--- config.mk ---
export PLATFORM = sky130hd
export DESIGN_NAME = alu_issue
export DESIGN_NICKNAME = d
export VERILOG_FILES = /design/src/rtl/alu_issue.sv
export SDC_FILE = /design/constraint.sdc
export NUM_CORES = 1
export LEC_CHECK = 0
export ABC_AREA = 1
export BUFFER_PORTS_ARGS = -buffer_cell sky130_fd_sc_hd__buf_2
export CAP_MARGIN = 0
export CORE_MARGIN = 4
export CORE_UTILIZATION = 47
export DETAILED_ROUTE_END_ITERATION = 8
export PLACE_DENSITY = 0.78
export SETUP_SLACK_MARGIN = 0.02
export SYNTH_ARGS = -nofsm -noshare
export SYNTH_HDL_FRONTEND = slang
export SYNTH_SLANG_ARGS = --single-unit
--- constraint.sdc ---
create_clock -name clk -period 5.44 [get_ports clk]
set_clock_uncertainty 0.2 [all_clocks]
set_input_delay 0.544 -clock clk [delete_from_list [all_inputs] [get_ports clk]]
set_output_delay 0.544 -clock clk [all_outputs]
set_load 0.1 [all_outputs]
--- src/rtl/alu_issue.sv ---
// Execute-stage issue/retire wrapper around a 32-bit ALU: S1 holds the decoded
// operands and control code, S2 holds the registered result for writeback.
module alu_issue (
  input  logic        clk,
  input  logic        rst,
  input  logic        flush,
  input  logic        in_valid,
  output logic        in_ready,
  input  logic [6:0]  in_opcode,
  input  logic [2:0]  in_funct3,
  input  logic        in_funct7_5,
  input  logic [31:0] in_pc,
  input  logic [31:0] in_rs1,
  input  logic [31:0] in_rs2,
  input  logic [31:0] in_imm,
  input  logic [4:0]  in_rd,
  output logic [31:0] alu_da,
  output logic [31:0] alu_db,
  output logic [3:0]  alu_ctl,
  input  logic        alu_zero,
  input  logic        alu_overflow,
  input  logic [31:0] alu_dc,
  output logic        out_valid,
  input  logic        out_ready,
  output logic [31:0] out_result,
  output logic [4:0]  out_rd,
  output logic        out_wen,
  output logic        out_br_taken,
  output logic [31:0] out_br_target,
  output logic        out_illegal
);

  localparam logic [6:0] OPC_OP     = 7'b0110011;
  localparam logic [6:0] OPC_OP_IMM = 7'b0010011;
  localparam logic [6:0] OPC_LUI    = 7'b0110111;
  localparam logic [6:0] OPC_AUIPC  = 7'b0010111;
  localparam logic [6:0] OPC_BRANCH = 7'b1100011;

  localparam logic [3:0] CTL_ADD  = 4'b0000;
  localparam logic [3:0] CTL_SUB  = 4'b0010;
  localparam logic [3:0] CTL_AND  = 4'b0100;
  localparam logic [3:0] CTL_OR   = 4'b0101;
  localparam logic [3:0] CTL_XOR  = 4'b0110;
  localparam logic [3:0] CTL_SLTU = 4'b1000;
  localparam logic [3:0] CTL_SLT  = 4'b1001;
  localparam logic [3:0] CTL_SLL  = 4'b1100;
  localparam logic [3:0] CTL_SRL  = 4'b1101;
  localparam logic [3:0] CTL_SRA  = 4'b1110;

  // Overflow-trapping codes are never issued, so the flag has no consumer.
  logic unused_overflow;
  assign unused_overflow = alu_overflow;

  logic        s1_valid;
  logic        s1_branch;
  logic        s1_illegal;
  logic [1:0]  s1_br_sel;
  logic [31:0] s1_target;
  logic [4:0]  s1_rd;
  logic        s1_wen;

  logic [31:0] d_da;
  logic [31:0] d_db;
  logic [3:0]  d_ctl;
  logic        d_branch;
  logic        d_illegal;
  logic        d_wen;

  logic        s2_adv;
  logic        accept;
  logic        br_cond;
  logic        br_taken;

  always_comb begin
    d_da      = '0;
    d_db      = '0;
    d_ctl     = CTL_ADD;
    d_branch  = 1'b0;
    d_illegal = 1'b0;
    case (in_opcode)
      OPC_OP, OPC_OP_IMM: begin
        d_da = in_rs1;
        d_db = (in_opcode == OPC_OP) ? in_rs2 : in_imm;
        case (in_funct3)
          3'b000:  d_ctl = (in_opcode == OPC_OP && in_funct7_5) ? CTL_SUB : CTL_ADD;
          3'b001:  d_ctl = CTL_SLL;
          3'b010:  d_ctl = CTL_SLT;
          3'b011:  d_ctl = CTL_SLTU;
          3'b100:  d_ctl = CTL_XOR;
          3'b101:  d_ctl = in_funct7_5 ? CTL_SRA : CTL_SRL;
          3'b110:  d_ctl = CTL_OR;
          default: d_ctl = CTL_AND;
        endcase
      end
      OPC_LUI: d_db = in_imm;
      OPC_AUIPC: begin
        d_da = in_pc;
        d_db = in_imm;
      end
      OPC_BRANCH: begin
        case (in_funct3)
          3'b000, 3'b001: d_ctl = CTL_SUB;
          3'b100, 3'b101: d_ctl = CTL_SLT;
          3'b110, 3'b111: d_ctl = CTL_SLTU;
          default:        d_illegal = 1'b1;
        endcase
        if (!d_illegal) begin
          d_da     = in_rs1;
          d_db     = in_rs2;
          d_branch = 1'b1;
        end
      end
      default: d_illegal = 1'b1;
    endcase
    d_wen = ~d_illegal & ~d_branch & (in_rd != 5'd0);
  end

  assign s2_adv   = s1_valid & (~out_valid | out_ready);
  assign in_ready = ~flush & (~s1_valid | s2_adv);
  assign accept   = in_valid & in_ready;

  // funct3[2] picks the flag (zero vs. set-less-than bit), funct3[0] inverts it.
  assign br_cond  = s1_br_sel[1] ? alu_dc[0] : alu_zero;
  assign br_taken = s1_branch & (br_cond ^ s1_br_sel[0]);

  always_ff @(posedge clk or posedge rst) begin
    if (rst) begin
      s1_valid   <= 1'b0;
      alu_da     <= '0;
      alu_db     <= '0;
      alu_ctl    <= '0;
      s1_branch  <= 1'b0;
      s1_illegal <= 1'b0;
      s1_br_sel  <= '0;
      s1_target  <= '0;
      s1_rd      <= '0;
      s1_wen     <= 1'b0;
    end else if (flush) begin
      s1_valid <= 1'b0;
    end else if (accept) begin
      s1_valid   <= 1'b1;
      alu_da     <= d_da;
      alu_db     <= d_db;
      alu_ctl    <= d_ctl;
      s1_branch  <= d_branch;
      s1_illegal <= d_illegal;
      s1_br_sel  <= {in_funct3[2], in_funct3[0]};
      s1_target  <= in_pc + in_imm;
      s1_rd      <= in_rd;
      s1_wen     <= d_wen;
    end else if (s2_adv) begin
      s1_valid <= 1'b0;
    end
  end

  always_ff @(posedge clk or posedge rst) begin
    if (rst) begin
      out_valid     <= 1'b0;
      out_result    <= '0;
      out_rd        <= '0;
      out_wen       <= 1'b0;
      out_br_taken  <= 1'b0;
      out_br_target <= '0;
      out_illegal   <= 1'b0;
    end else if (flush) begin
      out_valid <= 1'b0;
    end else if (s2_adv) begin
      out_valid     <= 1'b1;
      out_result    <= (s1_branch | s1_illegal) ? 32'd0 : alu_dc;
      out_rd        <= s1_rd;
      out_wen       <= s1_wen;
      out_br_taken  <= br_taken;
      out_br_target <= s1_target;
      out_illegal   <= s1_illegal;
    end else if (out_ready) begin
      out_valid <= 1'b0;
    end
  end

endmodule

==> out/metrics.yaml, run 1 <==
ios: 325
syn_area_sq_um: 10200
cts.sinks: 184
status: "finished, final reports clean"
area_growth_pct: 22.6
power_frac_clock: 0.273
slowest_stage: "inv_4"
grt_first_pass_wirelength_um: 48300
rsz0062_at_grt: "no"
vias_per_cell: 4.94
combPwrFrac: 0.358
required_ns: 5.53
slew_headroom: 0.183
synth.distinct_cells: 33
p_leak_nw: 7.46
drv_slew: 0
cts_hold_buf: 1
switching_share: 0.441
synth_area_per_cell_sq_um: 7.25
ctsResizeCount: 0
die_area_sq_um: 24100
postRouteAntennaNets: 0
drt-initial-drc-count: 596
wl_per_cell_um: 15.1
synthAdderAreaFrac: 0.0400
die_w_um: 155
fin_ws_ns: 2.91
irDropWorstVdd_mv: 0.209
mostFrequentLayoutCell: "nand2_1"
post-cts-setup-buffers: 0
portBuffers: 323
worst-path-max-fanout: 97
yosysSeqAreaShare: 0.451
wirelength_um: 30100
start_kind: "register"
synth_top_family_by_area: "simple AND/OR/NAND/NOR gates"
grt_max_degree: 98
synth-compound-area-share: 0.0941
final_cell_mix: "628 x nand2_1, 323 x buf_2, 184 x dfrtp_1"
cp_cell_sequence: "inv_1 > nor2_4 > nand2_1 > nand2_1 > nor2_4 > inv_4 > buf_4 > o21ai_0"
synth_mux_area_frac: 0
fp.dieH_um: 155
vias: 9862
fmax_mhz: 395
cap_violations: 0
fin_area_sq_um: 12500
synthCells: 1408
root_buffer: "clkbuf_16"
grt.overflow.total: 0
fin_cells: 1995
path_class: "reg2reg"
dpl_worst_slack_ns: 2.61
grt_usage: 0.249
insertion_delay_ns: 0.43
grt_pass1_vias: 9532
finalSetupTns_ns: 0
p_int_mw: 2.45
hold_class: "in2reg"
crit_buf_inv: 3
drcViolationCount: 0
placed_area_sq_um: 11900
hpwl_um: 22700
ys_ff_latch: 184
path_clk_slew_ns: 0.07
synth-simple-area-share: 0.308
final_core_util: 0.590
fp-row-count: 53
placed_cells: 1962
pwr-share-seq: 0.369
yosys_warnings: 0
hold_viol: 0
crit_family: "buffers and inverters"
fin_crit_sh: 0.465
synth-xor-area-share: 0.0120
synth_fp_nets: 1623
power.density_nw_per_um2: 350
arrival_ns: 2.62
worst_pin_slew_ns: 1.22
max_stage_delay_ns: 0.64
cts_buffer_depth: 2
coreArea_sq_um: 21200
cts_tree: "built"
power.net_switching_mw: 1.93
htreeDepth: 4
initial_core_util: 0.481
period_needed_ns: 2.53
fin_nets: 1922
final_layout_size_suffix_gt1_frac: 0.222
critPathCaptureType: "register"
place.gp.congestion: 0.902
numCtsBuffers: 17
firstDrtPassIters: 6
antenna_found_initial: 1
setup_viol: 0
-- final cells by class --
class | instances | area (sq um)
flip-flops and latches | 184 | 4600
repair buffers | 332 | 1690
inverters | 177 | 671
fillers | 2051 | 8700
diodes | 1 | 2.50
clock buffers | 19 | 453
multi-input cells | 995 | 4650
well taps | 275 | 344
clock inverters | 12 | 108
-- power groups by stage --
stage / Sequential [mW] / Combinational, mW / Clock [mW]
after CTS: 1.62 / 1.58 / 1.22
after global routing: 1.64 / 1.68 / 1.28
after detailed placement: 1.64 / 1.57 / 0
final: 1.62 / 1.57 / 1.20
after global placement: 1.64 / 1.56 / 0
after floorplan: 2.44 / 0.417 / 0
-- logic make-up after synthesis --
| kind of cell | Yosys count |
|---|---|
| compound gates | 169 |
| xor+xnor | 14 |
| fa+ha+maj | 32 |
| buf+inv | 229 |
| flops | 184 |
| simple gates | 780 |
-- flip-flops by register name, indices dropped and copies added (netlist names) --
| name | cells |
|---|---|
| out_wen | 1 |
| out_br_target | 32 |
| s1_valid | 1 |
| out_br_taken | 1 |
| s1_wen | 1 |
| out_illegal | 1 |
| alu_db | 32 |
| s1_target | 32 |
| out_valid | 1 |
| s1_illegal | 1 |
| s1_br_sel | 2 |
| s1_branch | 1 |
| out_result | 32 |
| alu_da | 32 |
| alu_ctl | 4 |
| s1_rd | 5 |
| out_rd | 5 |
-- Yosys cell counts (all sizes together) --
cell / number / share of area
clkbuf: 25 / 0.0092
o31ai: 1 / 0.00074
o211ai: 1 / 0.00074
o21a: 1 / 0.00074
fa: 1 / 0.0020
o21bai: 3 / 0.0022
nand4: 4 / 0.0025
dfrtp: 184 / 0.45
xnor2: 14 / 0.012
nand3: 82 / 0.041
a21o: 1 / 0.00074
ha: 31 / 0.038
a31oi: 1 / 0.0021
a22oi: 32 / 0.024
nand3b: 3 / 0.0022
inv: 177 / 0.065
nor3: 5 / 0.0047
buf: 27 / 0.020
nor4: 1 / 0.00061
or2: 2 / 0.0012
a21oi: 22 / 0.011
o22ai: 1 / 0.00061
nand2: 632 / 0.24
o21ai: 106 / 0.052
nor2: 51 / 0.021
-- metal layers --
| metal | GRT usage | share of wire | vias to the layer above |
|---|---|---|---|
| met3 | 0.0398 | 0.064 | 56 |
| met2 | 0.413 | 0.46 | 354 |
| met1 | 0.333 | 0.44 | 4474 |
| li1 | - | - | 4978 |
| met5 | 0 | 0 | - |
| met4 | 0.0905 | 0.031 | 0 |
-- metrics by stage --
stage                     power [mW]  hold WS [ns]
after floorplan                 2.86         0.242
after global placement          3.19         0.252
after detailed placement        3.21         0.253
after CTS                       4.42         0.126
after global routing            4.59         0.134
final                           4.38         0.137
-- worst register-to-register path, delay by kind of cell, from the launching register on --
kind / cells / cell delay, ns
flip-flops: 1 / 0.34
AO/OA/AOI/OAI: 1 / 0.19
buffers and inverters: 3 / 1.28
AND/OR/NAND/NOR: 4 / 0.39
-- path summary, 6_finish.rpt --
kind,depth (start not counted),slack (ns),startpoint,to
max,8,2.91,out_valid,s1_target[6]
min,3,0.14,alu_dc[18],out_result[18]
max reg2reg,8,2.91,out_valid,s1_target[6]
min reg2reg,2,0.27,out_br_target[14],out_br_target[14]
max in group asynchronous,4,3.37,rst,alu_da[29]
min in group asynchronous,3,0.49,rst,out_br_target[18]
(Power assumes the default switching activity.)
==> run 2, diff against run 1 <==
--- a/config.mk
+++ b/config.mk
@@ -9,9 +9,9 @@
 export BUFFER_PORTS_ARGS = -buffer_cell sky130_fd_sc_hd__buf_2
 export CAP_MARGIN = 0
 export CORE_MARGIN = 4
-export CORE_UTILIZATION = 47
+export CORE_UTILIZATION = 52
 export DETAILED_ROUTE_END_ITERATION = 8
-export PLACE_DENSITY = 0.78
+export PLACE_DENSITY = 0.81
 export SETUP_SLACK_MARGIN = 0.02
 export SYNTH_ARGS = -nofsm -noshare
 export SYNTH_HDL_FRONTEND = slang
==> constraint.sdc (replaced) <==
create_clock -name clk -period 2.55 [get_ports clk]
set_clock_uncertainty 0.2 [all_clocks]
set_input_delay 0.255 -clock clk [delete_from_list [all_inputs] [get_ports clk]]
set_output_delay 0.255 -clock clk [all_outputs]
set_load 0.1 [all_outputs]
==> run 2 against run 1 <==
Net effect:
- non-clock buffer count is 170 higher
- worst setup slack got worse by 2.8 ns
- combinational power increased by 130%
- flip-flop and latch count is the same
- global-route usage increased by 6.8 points
- utilization increased by 16 points
- critical endpoint is now alu_da[21]
- clock-buffer cell count is 1 lower
- highest routed layer unchanged
==> out/metrics.yaml, run 2 (same netlist as run 1, synthesis figures left out) <==
status: "finished, final reports clean"
reg2reg_depth: 8
placed_area_sq_um: 12000
start_kind: "primary input"
wl_per_cell_um: 16.3
crit_family: "buffers and inverters"
hold_path_end: "alu_db[1]"
wirelength_um: 35000
grt_usage: 0.318
r2r-start: "out_valid"
path_class: "in2reg"
path_clk_slew_ns: 0.08
max_stage_delay_ns: 0.61
regArea_sq_um: 4600
fin_area_sq_um: 14200
rr_endpoint: "s1_target[6]"
fp-row-count: 50
coreArea_sq_um: 19000
portBuffers: 323
mostFrequentLayoutCell: "nand2_1"
setup_viol: 0
post-cts-setup-buffers: 0
initial_core_util: 0.537
hpwl_um: 22500
placed_cells: 1952
fmax_mhz: 408
area_growth_pct: 39.4
numCtsBuffers: 17
min_from: "in_imm[1]"
arrival_ns: 2.54
place.gp.congestion: 0.882
cts.sinks: 184
final_cell_mix: "628 x nand2_1, 323 x buf_2, 184 x dfrtp_1"
antenna_found_initial: 1
die_w_um: 148
final_layout_size_suffix_gt1_frac: 0.205
grt_first_pass_wirelength_um: 56100
whs_ns: 0.0207
drv_slew: 0
slew_headroom: 0.479
worst-path-max-fanout: 32
power_mw: 9.57
period_needed_ns: 2.45
r2r_slack_ns: 0.42
vias: 11100
grt_pass1_vias: 11100
power.density_nw_per_um2: 673
cts_buffer_depth: 2
cp_cell_sequence: "dlygate4sd3_1 > buf_2 > nor2_1 > inv_1 > nand2_4 > nand2_4 > a22oi_2 > dlygate4sd3_1 > o21ai_1"
p_leak_nw: 8.19
rsz0062_at_grt: "no"
irDropWorstVdd_mv: 0.482
vias_per_cell: 5.16
htreeDepth: 4
fin_cells: 2150
fp.dieH_um: 148
ios: 325
hold_depth: 5
fin_nets: 2092
fillCellCount: 1408
drcViolationCount: 0
insertion_delay_ns: 0.43
critPathCaptureType: "register"
slowest_stage: "dlygate4sd3_1"
die_area_sq_um: 21900
hold_class: "in2reg"
grt.overflow.total: 0
postRouteAntennaNets: 0
cap_violations: 0
worst_pin_slew_ns: 0.782
fin_crit_sh: 0.961
required_ns: 2.63
crit_buf_inv: 4
firstDrtPassIters: 5
multi_input_area_sq_um: 4660
root_buffer: "clkbuf_16"
drt-initial-drc-count: 736
grt_max_degree: 129
cts_tree: "built"
hold_viol: 0
## run 2: what timing repair did
item,4_1_cts,5_1_grt
hold endpoints to repair,290,0
hold buffers,166,0
setup endpoints to repair,0,2
resized for setup,0,2
## run 2: worst max path at each step
stage                       startpoint             to  depth (start not counted)
after floorplan                    rst     alu_ctl[0]                          1
after global placement        in_pc[0]  s1_target[20]                         11
after detailed placement      in_pc[0]  s1_target[20]                         11
after CTS                 in_funct3[2]     alu_da[21]                          9
after global routing      in_funct3[2]     alu_db[23]                         11
final                     in_funct3[2]     alu_da[21]                          9
## run 2: power breakdown
group	internal [mW]	leakage, nW	total (mW)	switching, mW
clock network	1.32	0.272	2.57	1.25
registers	3.27	2.43	3.46	0.188
logic	0.760	5.49	3.54	2.78
total	5.35	8.19	9.57	4.22
## run 2: per-layer routing
layer | up-vias | track usage | routed length (um)
met3 | 74 | 0.0655 | 3050
met4 | 0 | 0.121 | 1110
met5 | - | 0 | 0
met2 | 578 | 0.539 | 16700
li1 | 5331 | - | -
met1 | 5120 | 0.402 | 14100
## run 2: area by class of cell
class                      count  share of cell area
multi-input combinational    995               0.327
sequential                   184               0.324
timing repair buffer         502               0.239
inverter                     177              0.0471
clock buffer                  18              0.0309
tap                          260              0.0229
clock inverter                13             0.00914
antenna                        1            0.000176
## run 2: stage by stage
| step | worst slack [ns] | TNS [ns] | util |
|---|---|---|---|
| after CTS | 0.171 | 0 | 0.748 |
| after detailed placement | 0.303 | 0 | 0.630 |
| final | 0.0983 | 0 | 0.748 |
| after global routing | 0.0274 | 0 | 0.748 |
| after floorplan | -0.270 | -49.59 | - |
| after global placement | 0.311 | 0 | 0.630 |
## run 2: worst reg2reg max path: stages, from the launching register on
cell and delay [ns]:
dfrtp_1 0.36, inv_1 0.08, nor2_4 0.14, nand2_1 0.09, nand2_1 0.13, nor2_4 0.08
inv_4 0.05, buf_4 0.59, o21ai_0 0.26
